**src/rtl/ex_mem_reg.sv**
```systemverilog
// ex_mem_reg : EX/MEM pipeline register with bubble insertion, load-use
// hazard detection and stall/flush event counters.
//
// Parameters:
//   MEMWRITE_BIT  Controls bit index of MemWrite (default 21)
//   MEMREAD_BIT   Controls bit index of MemRead  (default 20)
//   REGWRITE_BIT  Controls bit index of RegWrite (default 22)
//
// Ports:
//   Clk, Rst_n        rising-edge clock, async active-low reset
//   Stall, Flush      hold contents / insert bubble (Flush wins)
//   CntClr            synchronous clear of StallCount/FlushCount
//   In_Valid, In_*    EX stage instruction, results and control word
//   ID_Rs, ID_Rt      source registers of the instruction in ID/EX
//   ALUOut, MemoryWriteData, Controls, DestReg, Out_Valid
//                     registered MEM stage inputs
//   LoadUse           combinational load-use hazard request
//   StallCount, FlushCount  saturating 16-bit event counters
//   FwdA, FwdB        ALUOut forwarding selects (only with EXMEM_FWD_EN)
//
// Build option: define EXMEM_FWD_EN to add the FwdA/FwdB forwarding outputs.

module ex_mem_reg #(
  parameter int MEMWRITE_BIT = 21,
  parameter int MEMREAD_BIT  = 20,
  parameter int REGWRITE_BIT = 22
) (
  input  logic        Clk,
  input  logic        Rst_n,
  input  logic        Stall,
  input  logic        Flush,
  input  logic        CntClr,
  input  logic        In_Valid,
  input  logic [31:0] In_ALUOut,
  input  logic [31:0] In_WriteData,
  input  logic [31:0] In_Controls,
  input  logic [4:0]  In_DestReg,
  input  logic [4:0]  ID_Rs,
  input  logic [4:0]  ID_Rt,
  output logic [31:0] ALUOut,
  output logic [31:0] MemoryWriteData,
  output logic [31:0] Controls,
  output logic [4:0]  DestReg,
  output logic        Out_Valid,
  output logic        LoadUse,
  output logic [15:0] StallCount,
  output logic [15:0] FlushCount
`ifdef EXMEM_FWD_EN
  ,
  output logic        FwdA,
  output logic        FwdB
`endif
);

  logic dest_nz;
  logic match_rs;
  logic match_rt;

  // Pipeline fields. A bubble (Flush, or a non-valid EX slot) always carries
  // an all-zero control word so MemWrite can never leak to memory.
  always_ff @(posedge Clk or negedge Rst_n) begin
    if (!Rst_n) begin
      ALUOut          <= '0;
      MemoryWriteData <= '0;
      Controls        <= '0;
      DestReg         <= '0;
      Out_Valid       <= 1'b0;
    end else if (Flush) begin
      Controls  <= '0;
      Out_Valid <= 1'b0;
    end else if (!Stall) begin
      ALUOut          <= In_ALUOut;
      MemoryWriteData <= In_WriteData;
      DestReg         <= In_DestReg;
      Out_Valid       <= In_Valid;
      Controls        <= In_Valid ? In_Controls : '0;
    end
  end

  // Event counters; a Stall coinciding with Flush is counted as a flush only.
  always_ff @(posedge Clk or negedge Rst_n) begin
    if (!Rst_n) begin
      StallCount <= '0;
      FlushCount <= '0;
    end else if (CntClr) begin
      StallCount <= '0;
      FlushCount <= '0;
    end else if (Flush) begin
      if (FlushCount != 16'hFFFF) FlushCount <= FlushCount + 16'd1;
    end else if (Stall) begin
      if (StallCount != 16'hFFFF) StallCount <= StallCount + 16'd1;
    end
  end

  assign dest_nz  = (DestReg != 5'd0);
  assign match_rs = (DestReg == ID_Rs);
  assign match_rt = (DestReg == ID_Rt);

  assign LoadUse = Out_Valid & Controls[MEMREAD_BIT] & dest_nz & (match_rs | match_rt);

`ifdef EXMEM_FWD_EN
  // A load's ALUOut is an address, not the result, so loads never forward.
  logic fwd_ok;
  assign fwd_ok = Out_Valid & Controls[REGWRITE_BIT] & ~Controls[MEMREAD_BIT] & dest_nz;
  assign FwdA   = fwd_ok & match_rs;
  assign FwdB   = fwd_ok & match_rt;
`endif

  // Simulation-only invariant: a bubble never presents MemWrite.
  always @(posedge Clk) begin
    if (Rst_n && !Out_Valid) assert (!Controls[MEMWRITE_BIT]);
  end

endmodule

```
**config.mk**
```make
export PLATFORM = sky130hd
export DESIGN_NAME = ex_mem_reg
export DESIGN_NICKNAME = d
export VERILOG_FILES = /design/src/rtl/ex_mem_reg.sv
export SDC_FILE = /design/constraint.sdc
export NUM_CORES = 1
export LEC_CHECK = 0
export CAP_MARGIN = 30
export CORE_UTILIZATION = 45
export DETAILED_ROUTE_END_ITERATION = 8
export HOLD_SLACK_MARGIN = 0.1
export PLACE_DENSITY_LB_ADDON = 0.08
export SLEW_MARGIN = 20
export SYNTH_ARGS = -nofsm -noshare
export SYNTH_HDL_FRONTEND = slang
export SYNTH_SLANG_ARGS = --single-unit
```
**constraint.sdc**
```tcl
create_clock -name Clk -period 3.6 [get_ports Clk]
set_input_delay 0.9 -clock Clk [delete_from_list [all_inputs] [get_ports Clk]]
set_output_delay 0.9 -clock Clk [all_outputs]
set_load 0.005 [all_outputs]
```
==> impl_metrics.env, run 1 <==
export IMPL_status="complete, no violations"
export IMPL_critPathCaptureType="output pin"
export IMPL_grt_pass1_vias=4814
export IMPL_drtPass1Iterations=6
export IMPL_drt_antenna_violating_nets=0
export IMPL_cts_path_max_buffers=2
export IMPL_grt_max_degree=75
export IMPL_fp_dieW_um=115
export IMPL_slew_headroom_pct=54.8
export IMPL_antenna_found_initial=0
export IMPL_grt_use_total_pct=25.1
export IMPL_fin_crit_ns=3.35
export IMPL_viasPerCell=5.38
export IMPL_wl_per_cell_um=18.5
export IMPL_yosysWarnings=0
export IMPL_coreArea_um2=12200
export IMPL_setup_tns_ns=0
export IMPL_post_route_util_pct=73.4
export IMPL_critPathMaxStageDelay_ns=0.54
export IMPL_rows=40
export IMPL_layout_nets=804
export IMPL_cts_buffers=17
export IMPL_powerDensity_nw_per_um2=455
export IMPL_required_ns=2.70
export IMPL_grt_pass1_wl_um=24700
export IMPL_synth_avg_cell_area_um2=13.4
export IMPL_synthDistinctLibCells=52
export IMPL_synthesis_nets=546
export IMPL_gr_total_overflow=0
export IMPL_antenna_cells=0
export IMPL_timing_max_cap_violations=0
export IMPL_pin_count=252
export IMPL_crit_family="buffers and inverters"
export IMPL_syn_cell_area_um2=5710
export IMPL_fillers=890
export IMPL_ys_seq_area_share_pct=58.7
export IMPL_cts_sinks=134
export IMPL_hold_viol_final=0
export IMPL_gp_congestion=0.819
export IMPL_wirelength_um=16000
export IMPL_p_leak_nw=3.70
export IMPL_dieArea_um2=13100
export IMPL_synthCells=427
export IMPL_drtIter0Drc=314
export IMPL_crit_path_frequent_cell="clkdlybuf4s50_1"
export IMPL_critPathSlowestCell="clkdlybuf4s50_1"
export IMPL_hold_path_class="input pin to async pin"
export IMPL_path_class="input pin to output pin"
export IMPL_fin_skew_ns=0.00506
export IMPL_ir_worst_vdd_v=0.000352
export IMPL_synthArstFlopShare_pct=100
export IMPL_cts_hold_buf=0
export IMPL_clkLatencyLatePin_ns=0.41
export IMPL_syn_to_final_growth_pct=57.0
export IMPL_slew_violations=0
export IMPL_fp_dieH_um=115
export IMPL_cts_root_buf="clkbuf_16"
export IMPL_cts_setup_buffers=0
export IMPL_critical_path_cell_chain="clkdlybuf4s50_1, xor2_1, nor3_1, nand3_1, a21oi_1, clkdlybuf4s50_1"
export IMPL_rsz0062_at_grt="no"
export IMPL_synth_seq_cells=134
export IMPL_worst_endpoint_arrival_ns=2.45
export IMPL_synth_top_flop_cell="dfrtp_1"
export IMPL_synth_edf_count=0
export IMPL_fmax_mhz=299
export IMPL_max_slew_worst_pin_slew_ns=0.678
export IMPL_layout_common_cells="clkdlybuf4s50_1, dfrtp_1, mux2_2, a22o_1, a21oi_1"
export IMPL_htree_num_levels=4
export IMPL_path_clk_slew_ns=0.06
export IMPL_routed_via_count=4657
export IMPL_setup_viol=0
export IMPL_remaining_drc_errors=0
export IMPL_final_common_cell="clkdlybuf4s50_1"
export IMPL_crit_path_start_kind="input pin"
export IMPL_tritoncts="built"
export IMPL_post_cts_resized=0
export IMPL_period_share_pct=93.0
export IMPL_worst_path_max_fanout=1
export IMPL_critPathBufInv=2
export IMPL_dp_hpwl_um=11700
export IMPL_start_util_pct=46.8
export IMPL_port_buffers=251
export IMPL_drive_gt1_share_pct=17.6
[where the power goes]
group	switching [mW]	internal, mW
clock	0.625	1.04
sequential	0.0909	1.64
combinational	0.216	0.458
total	0.932	3.14
[stage by stage]
step	hold slack, ns	instances	worst slack, ns	instance area, um^2	total power, mW
final	0.489	865	0.251	8960	4.07
after global routing	0.513	865	0.203	8960	4.23
after CTS	0.507	865	0.249	8960	4.12
after detailed placement	0.490	834	0.246	8400	2.43
after global placement	0.487	834	0.270	8400	2.42
after floorplan	0.496	427	1.26	5710	1.94
[logic make-up (layout without fill, tap and decap cells)]
group / count (synthesis) / in the layout / share of synthesized area [%]
compound gates: 90 / 90 / 12.1
buf+inv: 26 / 296 / 2.48
simple gates: 91 / 91 / 10.3
flops: 134 / 134 / 58.7
fa+ha+maj: 2 / 2 / 0.438
mux: 71 / 71 / 14.0
xor+xnor: 13 / 13 / 1.99
[state kept, by name, summed over array words and instances (netlist names)]
| signal | count |
|---|---|
| ALUOut | 32 |
| Controls | 32 |
| MemoryWriteData | 32 |
| FlushCount | 16 |
| StallCount | 16 |
| DestReg | 5 |
| Out_Valid | 1 |
[synthesized netlist by cell type (3+ instances only)]
library cell  instances  area [um^2]
dfrtp_1             134         3350
mux2_2               69          777
a22o_1               32          280
a21oi_1              18         90.1
nor2_1               15         56.3
buf_2                14         70.1
nand2_1              11         41.3
o21ai_0              10         50.1
nand3_1               9         45.0
or4_1                 9         67.6
xor2_1                9         78.8
nand4_1               8         50.1
o31ai_1               8         60.1
inv_1                 6         22.5
nor3_1                5         25.0
or3_1                 5         31.3
and4_1                4         35.0
xnor2_1               4         35.0
a211oi_1              3         22.5
a31oi_1               3         18.8
and3_1                3         18.8
o311ai_0              3         26.3
o41ai_1               3         26.3
[path summary, 6_finish.rpt]
path | start | endpoint | slack [ns] | cells past startpoint
setup / recovery | ID_Rt[3] | LoadUse | 0.25 | 6
hold / removal | Rst_n | StallCount[14] | 0.49 | 1
setup reg to reg | StallCount[0] | StallCount[3] | 1.59 | 5
hold reg to reg | Controls[4] | Controls[4] | 0.50 | 1
max in group asynchronous | Rst_n | FlushCount[6] | 2.35 | 2
min in group Clk | Controls[4] | Controls[4] | 0.50 | 1
[routing by layer]
layer  part of all wire [%]  vias up  GRT usage [%]
li1                       -     2133              -
met1                     38     2301           28.3
met2                     51      201           42.7
met3                    9.0       22           9.90
met4                    2.1        0           9.61
met5                      0        -              0
[layout make-up]
type	instances	area, um^2	share of cell area, %
clock buffer	21	460	5.14
clock inverter	10	105	1.17
sequential	134	3350	37.4
tap	168	210	2.35
multi-input combinational	267	2230	24.8
inverter	6	22.5	0.251
timing repair buffer	259	2590	28.9
No activity file was read; power rests on OpenSTA's default activity.
==> run 2: changes to the inputs <==
- CORE_MARGIN: default -> 2
- PLACE_DENSITY: default -> 0.85
- PLACE_DENSITY_LB_ADDON: 0.08 -> default
==> impl_metrics.env, run 2 (synthesized netlist as in run 1, its figures left out) <==
export IMPL_hold_path_class="input pin to async pin"
export IMPL_grt_max_degree=71
export IMPL_grt_use_total_pct=24.2
export IMPL_gr_total_overflow=0
export IMPL_wirelength_um=16500
export IMPL_hold_viol_final=0
export IMPL_critPathMaxStageDelay_ns=0.54
export IMPL_period_share_pct=94.0
export IMPL_setup_viol=0
export IMPL_dieArea_um2=13600
export IMPL_critical_path_cell_chain="clkdlybuf4s50_1, xor2_1, nor3_1, nand3_1, a21oi_1, clkdlybuf4s50_1"
export IMPL_grt_pass1_wl_um=24900
export IMPL_critPathSlowestCell="clkdlybuf4s50_1"
export IMPL_slew_violations=0
export IMPL_drive_gt1_share_pct=17.8
export IMPL_remaining_drc_errors=0
export IMPL_setup_tns_ns=0
export IMPL_critPathCaptureType="output pin"
export IMPL_path_clk_slew_ns=0.06
export IMPL_grt_pass1_vias=4812
export IMPL_required_ns=2.70
export IMPL_drt_antenna_violating_nets=0
export IMPL_htree_num_levels=4
export IMPL_syn_to_final_growth_pct=56.9
export IMPL_fillers=882
export IMPL_pin_count=252
export IMPL_rrSetupSlack_ns=1.65
export IMPL_worst_endpoint_arrival_ns=2.49
export IMPL_fin_crit_ns=3.39
export IMPL_r2r_cells=5
export IMPL_cts_buffers=17
export IMPL_layout_nets=803
export IMPL_layout_common_cells="clkdlybuf4s50_1, dfrtp_1, mux2_2, a22o_1, a21oi_1"
export IMPL_slew_headroom_pct=55.9
export IMPL_drtPass1Iterations=5
export IMPL_top_regs="ALUOut x32, Controls x32, MemoryWriteData x32"
export IMPL_crit_path_frequent_cell="clkdlybuf4s50_1"
export IMPL_final_common_cell="clkdlybuf4s50_1"
export IMPL_antenna_found_initial=0
export IMPL_rsz0062_at_grt="no"
export IMPL_fin_skew_ns=0.00876
export IMPL_fp_dieW_um=117
export IMPL_p_leak_nw=3.69
export IMPL_r2r_start="FlushCount[0]"
export IMPL_post_cts_resized=0
export IMPL_wl_per_cell_um=18.9
export IMPL_timing_max_cap_violations=0
export IMPL_cts_path_max_buffers=2
export IMPL_viasPerCell=5.48
export IMPL_crit_path_start_kind="input pin"
export IMPL_fmax_mhz=295
export IMPL_clkLatencyLatePin_ns=0.42
export IMPL_rows=41
export IMPL_fp_dieH_um=117
export IMPL_max_slew_worst_pin_slew_ns=0.661
export IMPL_cts_setup_buffers=0
export IMPL_worst_path_max_fanout=1
export IMPL_start_util_pct=45.6
export IMPL_path_class="input pin to output pin"
export IMPL_cts_root_buf="clkbuf_16"
export IMPL_status="complete, no violations"
export IMPL_antenna_cells=0
export IMPL_ir_worst_vdd_v=0.000312
export IMPL_cts_hold_buf=0
export IMPL_powerDensity_nw_per_um2=456
export IMPL_dp_hpwl_um=11600
export IMPL_gp_congestion=0.858
export IMPL_drtIter0Drc=396
export IMPL_routed_via_count=4765
export IMPL_coreArea_um2=12500
export IMPL_holdWs_ns=0.480
export IMPL_cts_sinks=134
export IMPL_port_buffers=251
export IMPL_tritoncts="built"
export IMPL_r2r_end="FlushCount[4]"
[run 2: cell types whose count changed in the layout (fill, tap and decap cells not counted), sizes merged]
| cell | delta |
|---|---|
| inv | +1 |
| buf | -1 |
| clkbuf | -3 |
| clkinv | +2 |
| clkinvlp | +1 |
[run 2: worst max path at each step]
stage / start / endpoint / cells past startpoint
2_1_floorplan: ID_Rt[3] / LoadUse / 4
3_5_place_dp: ID_Rt[1] / LoadUse / 6
6_report: ID_Rt[1] / LoadUse / 6
3_3_place_gp: ID_Rt[3] / LoadUse / 6
4_1_cts: ID_Rt[1] / LoadUse / 6
5_1_grt: ID_Rt[3] / LoadUse / 6
[run 2: critical path: cells and delay by family]
kind            cells  cell delay, ns
xor+xnor            1            0.16
simple gates        2            0.25
compound gates      1            0.20
buf+inv             2            0.97
[run 2: power breakdown]
| part | leakage [nW] | internal, mW | switching [mW] |
|---|---|---|---|
| logic | 1.71 | 0.458 | 0.222 |
| registers | 1.70 | 1.64 | 0.0944 |
| clock network | 0.275 | 1.01 | 0.664 |
[run 2: area by class of cell]
cell class	instances	area [um^2]	area share (%)
clock inverters	14	135	1.51
multi-input cells	267	2230	24.8
clock buffers	18	429	4.79
repair buffers	258	2580	28.8
inverters	6	22.5	0.251
flip-flops and latches	134	3350	37.4
well taps	172	215	2.40
[run 2: routing by layer]
| layer | up-vias | track usage [%] | routed length [um] |
|---|---|---|---|
| met2 | 245 | 39.9 | 8320 |
| met4 | 0 | 10.0 | 435 |
| met3 | 36 | 10.4 | 1540 |
| met5 | - | 0 | 0 |
| li1 | 2130 | - | - |
| met1 | 2354 | 27.7 | 6160 |
[run 2: metrics by stage]
step	setup WS (ns)	power (mW)	instances	cell area [um^2]	util, %
2_1_floorplan	1.26	1.94	427	5710	-
3_3_place_gp	0.270	2.41	837	8400	67.1
3_5_place_dp	0.234	2.44	837	8400	67.1
4_1_cts	0.232	4.13	869	8960	71.6
5_1_grt	0.157	4.23	869	8960	71.6
6_report	0.214	4.09	869	8960	71.6
==> run 3: changes to the inputs <==
- GPL_TIMING_DRIVEN: default -> 0
==> impl_metrics.env, run 3 (synthesized netlist as in run 1, its figures left out) <==
export IMPL_status="complete, no violations"
export IMPL_antenna_cells=0
export IMPL_met1_usage_pct=27.6
export IMPL_busiest_layer="met2"
export IMPL_gp_congestion=0.844
export IMPL_htree_num_levels=4
export IMPL_wirelength_um=16600
export IMPL_rrSetupSlack_ns=1.55
export IMPL_clkLatencyLatePin_ns=0.42
export IMPL_cts_root_buf="clkbuf_16"
export IMPL_grt_pass1_vias=4906
export IMPL_start_util_pct=45.6
export IMPL_syn_to_final_growth_pct=58.5
export IMPL_p_total_mw=4.13
export IMPL_worst_endpoint_arrival_ns=2.49
export IMPL_timing_max_cap_violations=0
export IMPL_period_share_pct=94.3
export IMPL_dieArea_um2=13600
export IMPL_powerDensity_nw_per_um2=457
export IMPL_fin_crit_ns=3.39
export IMPL_top_regs="ALUOut x32, Controls x32, MemoryWriteData x32"
export IMPL_drtIter0Drc=377
export IMPL_post_cts_resized=0
export IMPL_required_ns=2.70
export IMPL_gr_total_overflow=0
export IMPL_max_slew_worst_pin_slew_ns=0.575
export IMPL_rsz0062_at_grt="no"
export IMPL_fillers=869
export IMPL_fp_dieW_um=117
export IMPL_ir_worst_vdd_v=0.000447
export IMPL_drt_antenna_violating_nets=0
export IMPL_setup_tns_ns=0
export IMPL_path_clk_slew_ns=0.06
export IMPL_port_buffers=250
export IMPL_fp_dieH_um=117
export IMPL_viasPerCell=5.36
export IMPL_cts_setup_buffers=0
export IMPL_layout_nets=816
export IMPL_grt_pass1_wl_um=25500
export IMPL_worst_path_max_fanout=1
export IMPL_slew_violations=0
export IMPL_crit_path_start_kind="input pin"
export IMPL_fin_skew_ns=0.00845
export IMPL_drtPass1Iterations=4
export IMPL_setup_viol=0
export IMPL_slew_headroom_pct=61.5
export IMPL_grt_max_degree=78
export IMPL_cts_hold_buf=0
export IMPL_remaining_drc_errors=0
export IMPL_gr_usage_met2_pct=42.8
export IMPL_multi_input_area_um2=2220
export IMPL_layout_common_cells="clkdlybuf4s50_1, dfrtp_1, mux2_2, a22o_1, a21oi_1"
export IMPL_grt_use_total_pct=24.7
export IMPL_r2r_end="StallCount[14]"
export IMPL_coreArea_um2=12500
export IMPL_cts_path_max_buffers=2
export IMPL_use_met3_pct=9.50
export IMPL_r2r_cells=5
export IMPL_cts_sinks=134
export IMPL_fmax_mhz=295
export IMPL_final_common_cell="clkdlybuf4s50_1"
export IMPL_register_area_um2=3350
export IMPL_pin_count=252
export IMPL_path_class="input pin to output pin"
export IMPL_routed_via_count=4725
export IMPL_r2r_start="StallCount[0]"
export IMPL_drive_gt1_share_pct=18.9
export IMPL_rows=41
export IMPL_cts_buffers=17
export IMPL_dp_hpwl_um=12400
export IMPL_tritoncts="built"
export IMPL_critPathCaptureType="output pin"
export IMPL_p_leak_nw=3.76
export IMPL_hold_path_class="input pin to async pin"
export IMPL_antenna_found_initial=0
export IMPL_wl_per_cell_um=18.8
export IMPL_hold_viol_final=0
## run 3: through the flow
step / area [um^2] / hold WS, ns / instances / worst slack, ns / util [%]
6_report: 9050 / 0.391 / 882 / 0.206 / 72.3
5_1_grt: 9050 / 0.418 / 882 / 0.111 / 72.3
4_1_cts: 9050 / 0.400 / 882 / 0.200 / 72.3
3_5_place_dp: 8460 / 0.491 / 850 / 0.207 / 67.6
3_3_place_gp: 8430 / 0.489 / 849 / -3.47 / 67.3
2_1_floorplan: 5710 / 0.496 / 427 / 1.26 / -
## run 3: layout make-up
cell class / count / share of cell area, %
Buffer: 20 / 1.31
Clock buffer: 18 / 4.85
Clock inverter: 14 / 1.66
Inverter: 6 / 0.249
Multi-Input combinational cell: 267 / 24.5
Sequential cell: 134 / 37.1
Tap cell: 172 / 2.38
Timing Repair Buffer: 251 / 28.0
## run 3: power by group
| group | switching (mW) | internal, mW |
|---|---|---|
| combinational | 0.223 | 0.463 |
| clock | 0.675 | 1.04 |
| sequential | 0.0902 | 1.64 |
| total | 0.988 | 3.14 |
## run 3: how the worst max path moves through the flow
| stage | start | slack (ns) | to |
|---|---|---|---|
| CTS | ID_Rt[3] | 0.20 | LoadUse |
| finish | ID_Rt[3] | 0.21 | LoadUse |
| global route | ID_Rt[3] | 0.11 | LoadUse |
| floorplan | ID_Rt[3] | 1.26 | LoadUse |
| detailed placement | ID_Rt[3] | 0.21 | LoadUse |
| global placement | Rst_n | -3.47 | MemoryWriteData[1] |
## run 3: worst max-delay path, cell delays in order
cell and delay, ns:
clkdlybuf4s50_1 0.42, xor2_1 0.14, nor3_1 0.22, nand3_1 0.09, a21oi_1 0.18, clkdlybuf4s50_1 0.54
## run 3: per-layer routing
layer / vias to the layer above / part of all wire, %
li1: 2147 / -
met1: 2326 / 37
met2: 222 / 53
met3: 30 / 8.6
met4: 0 / 2.1
met5: - / 0
